File: src/rtl/sysctl.sv
// System-control CSR block: GPIO sampling/outputs, compare timers, capability word, hard-reset pulse.
// Timer1 is built only when SYSCTL_TIMER1_EN is defined.
module sysctl #(
  parameter logic [3:0] csr_addr = 4'h1,
  parameter int         ninputs  = 7,
  parameter int         noutputs = 2
) (
  input  logic                sys_clk,
  input  logic                sys_rst,
  input  logic [13:0]         csr_a,
  input  logic                csr_we,
  input  logic [31:0]         csr_di,
  output logic [31:0]         csr_do,
  input  logic [31:0]         capabilities,
  input  logic [ninputs-1:0]  gpio_inputs,
  output logic [noutputs-1:0] gpio_outputs,
  output logic                gpio_irq,
  output logic                timer0_irq,
  output logic                timer1_irq,
  output logic                hard_reset
);

`ifdef SYSCTL_TIMER1_EN
  localparam int NTIMERS = 2;
`else
  localparam int NTIMERS = 1;
`endif

  logic             sel;
  logic             wr;
  logic [4:0]       reg_a;
  logic             unused_addr;
  logic [31:0]      rdata;

  logic [ninputs-1:0] gpio_in_p0, gpio_in_p1, gpio_in_p2;
  logic [ninputs-1:0] gpio_irq_en;

  logic [NTIMERS-1:0] t_en, t_ar, t_irq;
  logic [31:0]        t_cmp [NTIMERS];
  logic [31:0]        t_cnt [NTIMERS];

  assign sel         = (csr_a[13:10] == csr_addr);
  assign wr          = sel & csr_we;
  assign reg_a       = csr_a[4:0];
  assign unused_addr = ^csr_a[9:5];

  // GPIO: two synchroniser stages (_p0, _p1), then the previous-value stage (_p2)
  always_ff @(posedge sys_clk) begin
    if (sys_rst) begin
      gpio_in_p0 <= '0;
      gpio_in_p1 <= '0;
      gpio_in_p2 <= '0;
      gpio_irq   <= 1'b0;
    end else begin
      gpio_in_p0 <= gpio_inputs;
      gpio_in_p1 <= gpio_in_p0;
      gpio_in_p2 <= gpio_in_p1;
      gpio_irq   <= |((gpio_in_p1 ^ gpio_in_p2) & gpio_irq_en);
    end
  end

  always_ff @(posedge sys_clk) begin
    if (sys_rst) begin
      gpio_outputs <= '0;
      gpio_irq_en  <= '0;
      hard_reset   <= 1'b0;
    end else begin
      hard_reset <= wr && (reg_a == 5'h1F);
      if (wr && (reg_a == 5'h01)) gpio_outputs <= csr_di[noutputs-1:0];
      if (wr && (reg_a == 5'h02)) gpio_irq_en  <= csr_di[ninputs-1:0];
    end
  end

  // Timer i lives at 4*(i+1) + {0:ctrl, 1:compare, 2:counter}; a CSR write
  // is applied after the match update so it wins for the field it touches.
  always_ff @(posedge sys_clk) begin
    for (int i = 0; i < NTIMERS; i++) begin
      if (sys_rst) begin
        t_en[i]  <= 1'b0;
        t_ar[i]  <= 1'b0;
        t_irq[i] <= 1'b0;
        t_cnt[i] <= '0;
        t_cmp[i] <= '1;
      end else begin
        t_irq[i] <= t_en[i] && (t_cnt[i] == t_cmp[i]);
        if (t_en[i]) begin
          if (t_cnt[i] == t_cmp[i]) begin
            if (t_ar[i]) t_cnt[i] <= '0;
            else         t_en[i]  <= 1'b0;
          end else begin
            t_cnt[i] <= t_cnt[i] + 32'd1;
          end
        end
        if (wr && (int'(reg_a[4:2]) == i + 1)) begin
          case (reg_a[1:0])
            2'd0: begin
              t_en[i] <= csr_di[0];
              t_ar[i] <= csr_di[1];
            end
            2'd1:    t_cmp[i] <= csr_di;
            2'd2:    t_cnt[i] <= csr_di;
            default: ;
          endcase
        end
      end
    end
  end

  assign timer0_irq = t_irq[0];
`ifdef SYSCTL_TIMER1_EN
  assign timer1_irq = t_irq[1];
`else
  assign timer1_irq = 1'b0;
`endif

  always_comb begin
    rdata = '0;
    case (reg_a)
      5'h00:   rdata = 32'(gpio_in_p1);
      5'h01:   rdata = 32'(gpio_outputs);
      5'h02:   rdata = 32'(gpio_irq_en);
      5'h1E:   rdata = capabilities;
      default: ;
    endcase
    for (int i = 0; i < NTIMERS; i++) begin
      if (int'(reg_a[4:2]) == i + 1) begin
        case (reg_a[1:0])
          2'd0:    rdata = {30'b0, t_ar[i], t_en[i]};
          2'd1:    rdata = t_cmp[i];
          2'd2:    rdata = t_cnt[i];
          default: ;
        endcase
      end
    end
  end

  // Read stage: registered, zero whenever the page is not selected
  always_ff @(posedge sys_clk) begin
    if (sys_rst) csr_do <= '0;
    else         csr_do <= sel ? rdata : 32'd0;
  end

endmodule

File: config.mk
export PLATFORM = sky130hd
export DESIGN_NAME = sysctl
export DESIGN_NICKNAME = d
export VERILOG_FILES = /design/src/rtl/sysctl.sv
export SDC_FILE = /design/constraint.sdc
export NUM_CORES = 1
export LEC_CHECK = 0
export ABC_AREA = 1
export ABC_CLOCK_PERIOD_IN_PS = 3900
export CAP_MARGIN = 20
export CORE_ASPECT_RATIO = 1.25
export CORE_MARGIN = 3
export CORE_UTILIZATION = 59
export CTS_BUF_LIST = sky130_fd_sc_hd__clkbuf_4 sky130_fd_sc_hd__clkbuf_8
export CTS_CLUSTER_SIZE = 14
export DETAILED_ROUTE_END_ITERATION = 8
export GPL_TIMING_DRIVEN = 0
export PLACE_DENSITY = 0.89
export SLEW_MARGIN = 10
export SYNTH_ARGS = -nofsm -noshare
export SYNTH_HDL_FRONTEND = slang
export SYNTH_SLANG_ARGS = --single-unit
File: constraint.sdc
create_clock -name sys_clk -period 3.9 [get_ports sys_clk]
set_input_delay 0.585 -clock sys_clk [delete_from_list [all_inputs] [get_ports sys_clk]]
set_output_delay 0.585 -clock sys_clk [all_outputs]
set_load 0.1 [all_outputs]
==> results of run 1 <==
==> path summary, 6_finish.rpt <==
path,from,to
max,csr_a[10],t_cnt[0][12]
min,gpio_in_p0[0],gpio_in_p1[0]
max reg2reg,t_cnt[0][24],t_cnt[0][12]
min reg2reg,gpio_in_p0[0],gpio_in_p1[0]
==> stage by stage <==
stage | util, % | cell area [µm²]
global route | 76.7 | 8630
detailed placement | 73.7 | 8280
CTS | 76.7 | 8630
finish | 76.7 | 8630
floorplan | - | 6900
global placement | 73.4 | 8250
==> flip-flops by register name, indices dropped and copies added (netlist names) <==
signal	flops
t_cmp	32
gpio_in_p2	7
gpio_irq_en	7
hard_reset	1
t_en	1
gpio_irq	1
csr_do	32
t_cnt	32
timer0_irq	1
gpio_in_p1	7
gpio_outputs	2
t_ar	1
gpio_in_p0	7
==> kinds of logic after synthesis <==
group                      count (synthesis)  synth area share, %
other                                      1               0.0544
DFF                                      131                 47.3
xor gates and xnor gates                  34                 4.32
buffers and inverters                    165                 9.99
AOI/OAI and AO/OA                        136                 13.2
and+or+nand+nor                          411                 24.9
adders and majority gates                  1                0.181
==> Yosys cell counts <==
cell	count
nand2_1	264
inv_1	121
nor2_1	76
dfxtp_1	67
edfxtp_1	64
a21oi_1	40
o21ai_0	32
nand3_1	27
o22ai_1	26
o22ai_2	20
xor2_1	20
nor3_1	15
xnor2_1	14
inv_2	12
clkbuf_1	11
buf_2	8
buf_4	7
nand4_1	7
nor2_2	7
o21ai_1	6
nand2_2	4
nor2_4	4
a221oi_1	3
buf_1	3
nand3_2	3
o211ai_1	3
buf_12	2
a211oi_1	1
a21o_1	1
a22o_1	1
a31oi_1	1
a31oi_4	1
clkbuf_2	1
conb_1	1
ha_1	1
nand2_4	1
nand2_8	1
nand3b_1	1
o221ai_1	1
or2_2	1
==> final cells by class <==
cell class / count / area [µm²] / area share (%)
Sequential cell: 131 / 3260 / 37.8
Clock buffer: 20 / 263 / 3.05
Multi-Input combinational cell: 583 / 2950 / 34.2
Tap cell: 135 / 169 / 1.96
Buffer: 32 / 190 / 2.20
Clock inverter: 12 / 80.1 / 0.928
Inverter: 133 / 499 / 5.79
Timing Repair Buffer: 119 / 1210 / 14.0
==> layer usage <==
metal	wire length, µm	share of wire, %	vias up
li1	-	-	3099
met2	10200	50	327
met5	0	0	-
met4	1600	7.8	0
met1	7370	36	2982
met3	1400	6.8	81
==> critical path, stage by stage <==
cell             delay [ns]
clkdlybuf4s50_1        0.46
inv_1                  0.04
nor2_1                 0.11
nand3_1                0.20
inv_1                  0.10
nand2_1                0.09
inv_2                  0.13
nand3_2                0.21
buf_4                  0.29
nand3_2                0.33
buf_16                 0.23
==> report_power, final <==
part | switching [mW] | internal, mW | total, mW
registers | 0.0303 | 1.48 | 1.51
clock network | 0.552 | 0.469 | 1.02
logic | 0.167 | 0.129 | 0.296
total | 0.749 | 2.08 | 2.83
==> impl_metrics.env, run 1 <==
export IMPL_reg2reg_depth=11
export IMPL_cts_tree="done"
export IMPL_relSlewSlack_pct=30.5
export IMPL_outcome="completed"
export IMPL_crit_type="input port to flop"
export IMPL_hold_depth=2
export IMPL_num_nets_final=1106
export IMPL_ys_seq_elements=131
export IMPL_drive_gt1_share_pct=10.4
export IMPL_clkLatencyLatePin_ns=0.45
export IMPL_finClkSkew_ns=0.0103
export IMPL_synth_warnings=0
export IMPL_grt_use_met3_pct=6.38
export IMPL_gp_congestion=0.948
export IMPL_cts_clk_slew_worst_paths_ns=0.07
export IMPL_crit_arrival_ns=2.80
export IMPL_drv_slew=0
export IMPL_ant_nets=0
export IMPL_synth_cells=879
export IMPL_cap_violations=0
export IMPL_synth_area_leaders="edfxtp_1 (28%), dfxtp_1 (19%), nand2_1 (14%)"
export IMPL_cts_buffers=17
export IMPL_die_w_um=103
export IMPL_synth_area_leader_cell="edfxtp_1"
export IMPL_final_common_cell="nand2_1"
export IMPL_whs_ns=0.401
export IMPL_post_route_period_util_pct=67.9
export IMPL_worstSetupStartpointType="input port"
export IMPL_clockRootBuffer="clkbuf_8"
export IMPL_antenna_found_initial=0
export IMPL_first_pass_iters=5
export IMPL_die_y_um=127
export IMPL_grt_usage_pct=32.7
export IMPL_grt_max_degree=33
export IMPL_vias=6489
export IMPL_dp_cells=1133
export IMPL_final_cells=1165
export IMPL_gr_total_overflow=0
export IMPL_final_cell_mix="nand2_1 (263), inv_1 (121), clkdlybuf4s50_1 (118)"
export IMPL_cp_max_fo=20
export IMPL_port_buffers=118
export IMPL_irDropWorstVdd_v=0.000312
export IMPL_drt_wirelength_per_cell_um=17.7
export IMPL_area_growth_pct=25.0
export IMPL_drt_iter0_markers=523
export IMPL_diodes=0
export IMPL_rsz0062_at_grt="no"
export IMPL_pre_cts_ws_ns=0.801
export IMPL_cts_htree_levels=4
export IMPL_busiest_layer="met2"
export IMPL_dp_hpwl_um=15900
export IMPL_leakage_nw=3.42
export IMPL_route_detailed_drc=0
export IMPL_rows=43
export IMPL_grt_pass1_vias=6303
export IMPL_tightest_slew_ns=1.04
export IMPL_grt_pass1_wl_um=31500
export IMPL_fillCellCount=817
export IMPL_setup_viol=0
export IMPL_fmax_mhz=378
export IMPL_syn_nets=968
export IMPL_met2_usage_pct=53.7
export IMPL_core_um2=11200
export IMPL_yosysUniqueCellTypes=40
export IMPL_fin_total_pwr_mw=2.83
export IMPL_io_pins=126
export IMPL_drt_total_wl_um=20600
export IMPL_clock_sinks=131
export IMPL_syn_area_um2=6900
export IMPL_holdBufCountCts=0
export IMPL_synth_avg_cell_area_um2=7.85
export IMPL_ys_seq_area_share_pct=47.3
export IMPL_cts_resized=0
export IMPL_fin_crit_ns=2.65
export IMPL_crit_required_ns=4.05
export IMPL_synth_top_area_share_pct=27.9
export IMPL_final_hold_viol_count=0
export IMPL_regToRegSetupSlack_ns=1.54
export IMPL_power_density_nw_per_um2=328
export IMPL_cts_buffer_depth=2
export IMPL_cts_setup_buffers=0
export IMPL_start_util_pct=61.3
export IMPL_tns_ns=0
export IMPL_use_met1_pct=36.9
export IMPL_avgViaCountPerCell=5.57
export IMPL_die_area_um2=13000
export IMPL_layout_setup_ws_ns=1.25
export IMPL_hold_path_class="flop to flop"
export IMPL_cp_end_kind="flop"
(Power assumes the default switching activity.)
==> run 2, diff against run 1 <==
--- a/config.mk
+++ b/config.mk
@@ -6,16 +6,16 @@
 export NUM_CORES = 1
 export LEC_CHECK = 0
 export ABC_AREA = 1
-export ABC_CLOCK_PERIOD_IN_PS = 3900
+export ABC_CLOCK_PERIOD_IN_PS = 2160
 export CAP_MARGIN = 20
 export CORE_ASPECT_RATIO = 1.25
 export CORE_MARGIN = 3
-export CORE_UTILIZATION = 59
+export CORE_UTILIZATION = 49
 export CTS_BUF_LIST = sky130_fd_sc_hd__clkbuf_4 sky130_fd_sc_hd__clkbuf_8
 export CTS_CLUSTER_SIZE = 14
 export DETAILED_ROUTE_END_ITERATION = 8
 export GPL_TIMING_DRIVEN = 0
-export PLACE_DENSITY = 0.89
+export PLACE_DENSITY = 0.79
 export SLEW_MARGIN = 10
 export SYNTH_ARGS = -nofsm -noshare
 export SYNTH_HDL_FRONTEND = slang
==> constraint.sdc (replaced) <==
create_clock -name sys_clk -period 2.16 [get_ports sys_clk]
set_input_delay 0.324 -clock sys_clk [delete_from_list [all_inputs] [get_ports sys_clk]]
set_output_delay 0.324 -clock sys_clk [all_outputs]
set_load 0.1 [all_outputs]
==> run 2 against run 1 <==
Worst setup slack worse by 1.1 ns. Sequential share of layout area shrank 0.66 points. Sequential cell count is the same.
==> impl_metrics.env, run 2 (same netlist as run 1, synthesis figures left out) <==
export IMPL_gr_total_overflow=0
export IMPL_cp_slowest_cell="dlygate4sd2_1"
export IMPL_critical_path_top_delay_family="buffers and inverters"
export IMPL_leakage_nw=3.66
export IMPL_fin_crit_ns=2.06
export IMPL_final_cell_mix="nand2_1 (262), inv_1 (119), clkdlybuf4s50_1 (81)"
export IMPL_avgViaCountPerCell=5.32
export IMPL_start_util_pct=51.0
export IMPL_grt_max_degree=33
export IMPL_cp_max_fo=3
export IMPL_crit_required_ns=1.84
export IMPL_cts_buffer_depth=2
export IMPL_grt_pass1_vias=6367
export IMPL_post_route_period_util_pct=95.2
export IMPL_dp_hpwl_um=16100
export IMPL_final_hold_viol_count=0
export IMPL_drt_total_wl_um=21400
export IMPL_num_nets_final=1115
export IMPL_setup_viol=0
export IMPL_largest_registers="csr_do x32, t_cmp x32, t_cnt x32"
export IMPL_outcome="completed"
export IMPL_fin_total_pwr_mw=5.36
export IMPL_relSlewSlack_pct=33.1
export IMPL_finClkSkew_ns=0.0123
export IMPL_ant_nets=0
export IMPL_worstSetupStartpointType="flop"
export IMPL_worstSetupStartpoint="gpio_outputs[0]"
export IMPL_grt_pass1_wl_um=33000
export IMPL_die_w_um=112
export IMPL_io_pins=126
export IMPL_fillCellCount=1219
export IMPL_drive_gt1_share_pct=11.5
export IMPL_fmax_mhz=486
export IMPL_power_density_nw_per_um2=611
export IMPL_irDropWorstVdd_v=0.000478
export IMPL_slowest_delay_ns=0.87
export IMPL_port_buffers=118
export IMPL_die_y_um=139
export IMPL_first_pass_iters=7
export IMPL_drt_iter0_markers=561
export IMPL_final_common_cell="nand2_1"
export IMPL_diodes=0
export IMPL_die_area_um2=15500
export IMPL_cts_buffers=17
export IMPL_crit_arrival_ns=1.73
export IMPL_critPathBufInv=1
export IMPL_whs_ns=0.189
export IMPL_cap_violations=0
export IMPL_clkLatencyLatePin_ns=0.46
export IMPL_route_detailed_drc=0
export IMPL_crit_type="flop to output port"
export IMPL_area_growth_pct=27.3
export IMPL_tns_ns=0
export IMPL_antenna_found_initial=0
export IMPL_cts_clk_slew_worst_paths_ns=0.09
export IMPL_grt_usage_pct=27.6
export IMPL_gp_congestion=0.991
export IMPL_cp_end_kind="output port"
export IMPL_tightest_slew_ns=1.01
export IMPL_vias=6443
export IMPL_cts_htree_levels=4
export IMPL_drv_slew=0
export IMPL_min_from="sys_rst"
export IMPL_cts_tree="done"
export IMPL_crit_path_cell_trace="dlygate4sd2_1"
export IMPL_hold_path_class="input port to flop"
export IMPL_core_um2=13500
export IMPL_r2r_start="t_cnt[0][8]"
export IMPL_clock_sinks=131
export IMPL_drt_wirelength_per_cell_um=17.7
export IMPL_rows=47
export IMPL_clockRootBuffer="clkbuf_8"
-- run 2: final cells by class --
class	count	area, µm²	area share, %
clock buffer	18	248	2.82
clock inverter	14	139	1.58
timing repair buffer	127	1210	13.8
inverter	133	499	5.69
sequential	131	3260	37.2
tap	171	214	2.44
buffer	32	194	2.21
multi-input combinational	584	3010	34.3
-- run 2: path summary, 6_finish.rpt --
kind                                   endpoint  slack, ns  depth (start not counted)
worst max register to register      t_cnt[0][9]       0.13                         11
worst max-delay path            gpio_outputs[0]       0.10                          1
worst min register to register    gpio_in_p1[1]       0.40                          2
worst min-delay path              gpio_in_p2[0]       0.19                          2
-- run 2: stage by stage --
stage	std cells	cell area (µm²)	utilization (%)	setup WS, ns
4_1_cts	1205	8710	64.4	0.0168
3_3_place_gp	1168	8300	61.4	-0.886
2_1_floorplan	879	6900	-	0.119
3_5_place_dp	1168	8300	61.4	-0.929
6_report	1210	8780	64.9	0.104
5_1_grt	1210	8780	64.9	-0.00977
-- run 2: timing repair --
item	4_1_cts	5_1_grt
cloned	1	0
gates resized for setup	39	9
endpoints found under the setup margin	69	84
hold buffers	0	0
hold endpoints to repair	0	0
buffers inserted	4	5
pin swaps	1	0
-- run 2: routing by layer --
layer	wire (µm)	vias to the layer above	GRT usage, %
met5	0	-	0
met1	8010	2982	30.3
met3	1310	68	6.07
met2	10900	257	48.7
li1	-	3136	-
met4	1160	0	15.7
-- run 2: report_power, final --
| group | internal (mW) | total, mW | switching [mW] | leakage, nW |
|---|---|---|---|---|
| registers | 2.67 | 2.72 | 0.0556 | 1.20 |
| logic | 0.241 | 0.550 | 0.309 | 2.27 |
| clock network | 0.975 | 2.09 | 1.12 | 0.195 |
==> run 3, diff against run 2 <==
--- a/config.mk
+++ b/config.mk
@@ -11,7 +11,7 @@
 export CORE_ASPECT_RATIO = 1.25
 export CORE_MARGIN = 3
 export CORE_UTILIZATION = 49
-export CTS_BUF_LIST = sky130_fd_sc_hd__clkbuf_4 sky130_fd_sc_hd__clkbuf_8
+export CTS_BUF_LIST = sky130_fd_sc_hd__clkbuf_4
 export CTS_CLUSTER_SIZE = 14
 export DETAILED_ROUTE_END_ITERATION = 8
 export GPL_TIMING_DRIVEN = 0
==> run 3 against run 2 <==
Sequential power barely moved. Die area did not move. Sequential cell count did not move. Critical path depth did not move. Sequential share of layout area rose by 0.40 points. Critical path type unchanged. Non-clock buffer count rose by 1.
==> impl_metrics.env, run 3 (same netlist as run 1, synthesis figures left out) <==
export IMPL_antenna_found_initial=0
export IMPL_crit_path_cell_trace="dlygate4sd2_1"
export IMPL_die_area_um2=15500
export IMPL_crit_type="flop to output port"
export IMPL_clock_sinks=131
export IMPL_tightest_slew_ns=1.00
export IMPL_dp_hpwl_um=16100
export IMPL_num_nets_final=1116
export IMPL_critical_path_top_delay_family="buffers and inverters"
export IMPL_drt_wirelength_per_cell_um=17.5
export IMPL_gp_congestion=0.991
export IMPL_drt_total_wl_um=21100
export IMPL_area_growth_pct=25.9
export IMPL_cts_tree="done"
export IMPL_clockRootBuffer="clkbuf_4"
export IMPL_leakage_nw=3.61
export IMPL_ant_nets=0
export IMPL_irDropWorstVdd_v=0.000364
export IMPL_final_common_cell="nand2_1"
export IMPL_crit_required_ns=1.84
export IMPL_grt_usage_pct=27.4
export IMPL_slowest_delay_ns=0.87
export IMPL_die_w_um=112
export IMPL_cts_buffers=17
export IMPL_avgViaCountPerCell=5.26
export IMPL_power_density_nw_per_um2=570
export IMPL_final_cells=1211
export IMPL_grt_pass1_vias=6287
export IMPL_pre_cts_ws_ns=-0.929
export IMPL_relSlewSlack_pct=33.3
export IMPL_worstSetupStartpointType="flop"
export IMPL_cp_max_fo=1
export IMPL_rows=47
export IMPL_outcome="completed"
export IMPL_post_route_period_util_pct=97.1
export IMPL_io_pins=126
export IMPL_cp_end_kind="output port"
export IMPL_route_detailed_drc=0
export IMPL_critPathBufInv=1
export IMPL_drive_gt1_share_pct=11.5
export IMPL_grt_pass1_wl_um=32800
export IMPL_grt_max_degree=33
export IMPL_cap_violations=0
export IMPL_start_util_pct=51.0
export IMPL_crit_arrival_ns=1.77
export IMPL_final_area_um2=8690
export IMPL_dp_cells=1168
export IMPL_first_pass_iters=5
export IMPL_finClkSkew_ns=0.0227
export IMPL_cp_slowest_cell="dlygate4sd2_1"
export IMPL_fmax_mhz=477
export IMPL_fin_crit_ns=2.10
export IMPL_gr_total_overflow=0
export IMPL_dpl_instance_area_um2=8300
export IMPL_hold_path_class="input port to flop"
export IMPL_rsz0062_at_grt="no"
export IMPL_clkLatencyLatePin_ns=0.56
export IMPL_core_um2=13500
export IMPL_final_hold_viol_count=0
export IMPL_drv_slew=0
export IMPL_fin_total_pwr_mw=4.95
export IMPL_cts_clk_slew_worst_paths_ns=0.14
export IMPL_regToRegSetupSlack_ns=0.11
export IMPL_diodes=0
export IMPL_largest_registers="csr_do x32, t_cmp x32, t_cnt x32"
export IMPL_cts_htree_levels=4
export IMPL_port_buffers=118
export IMPL_final_cell_mix="nand2_1 (262), inv_1 (121), clkdlybuf4s50_1 (81)"
export IMPL_setup_viol=0
export IMPL_whs_ns=0.0600
export IMPL_layout_setup_ws_ns=0.0631
export IMPL_drt_iter0_markers=560
export IMPL_die_y_um=139
export IMPL_cts_buffer_depth=2
export IMPL_vias=6372
## run 3: cell types whose count changed in the layout (fill, tap and decap cells not counted), sizes merged
cell | previous run | this run
clkinv | 1 | 2
clkdlybuf4s15 | 0 | 2
buf | 29 | 30
dlygate4sd2 | 37 | 34
## run 3: power breakdown
group | switching [mW] | total, mW | internal, mW
clock network | 1.07 | 1.67 | 0.602
registers | 0.0548 | 2.72 | 2.67
logic | 0.307 | 0.554 | 0.247
total | 1.43 | 4.95 | 3.52
## run 3: worst paths after layout
kind | start | end | depth (start not counted)
worst max-delay path | csr_do[19] | csr_do[19] | 1
worst min-delay path | sys_rst | gpio_in_p2[0] | 2
worst max register to register | t_cnt[0][0] | t_cnt[0][20] | 11
worst min register to register | gpio_in_p0[5] | gpio_in_p1[5] | 2
## run 3: repair_timing
item / in CTS / in global routing
hold buffers: 0 / 0
pin swaps: 1 / 0
setup endpoints to repair: 69 / 80
gates resized for setup: 42 / 7
cloned: 1 / 0
buffers inserted: 3 / 7
## run 3: layer usage
metal	GRT usage, %	part of all wire [%]	vias up
met5	0	0	-
li1	-	-	3137
met1	30.8	37	2919
met3	4.71	5.7	65
met4	15.3	5.4	0
met2	48.7	51	251
## run 3: cell type report
class	instances	area, µm²
clock inverter	15	143
fill	1245	4840
clock buffer	17	128
multi-input combinational	584	3000
buffer	32	190
sequential	131	3260
timing repair buffer	128	1250
tap	171	214
inverter	133	499
## run 3: stage by stage
step	setup TNS [ns]	util (%)
global placement	-65.58	61.4
finish	0	64.2
CTS	0	63.7
global route	0	64.2
floorplan	0	-
detailed placement	-55.06	61.4
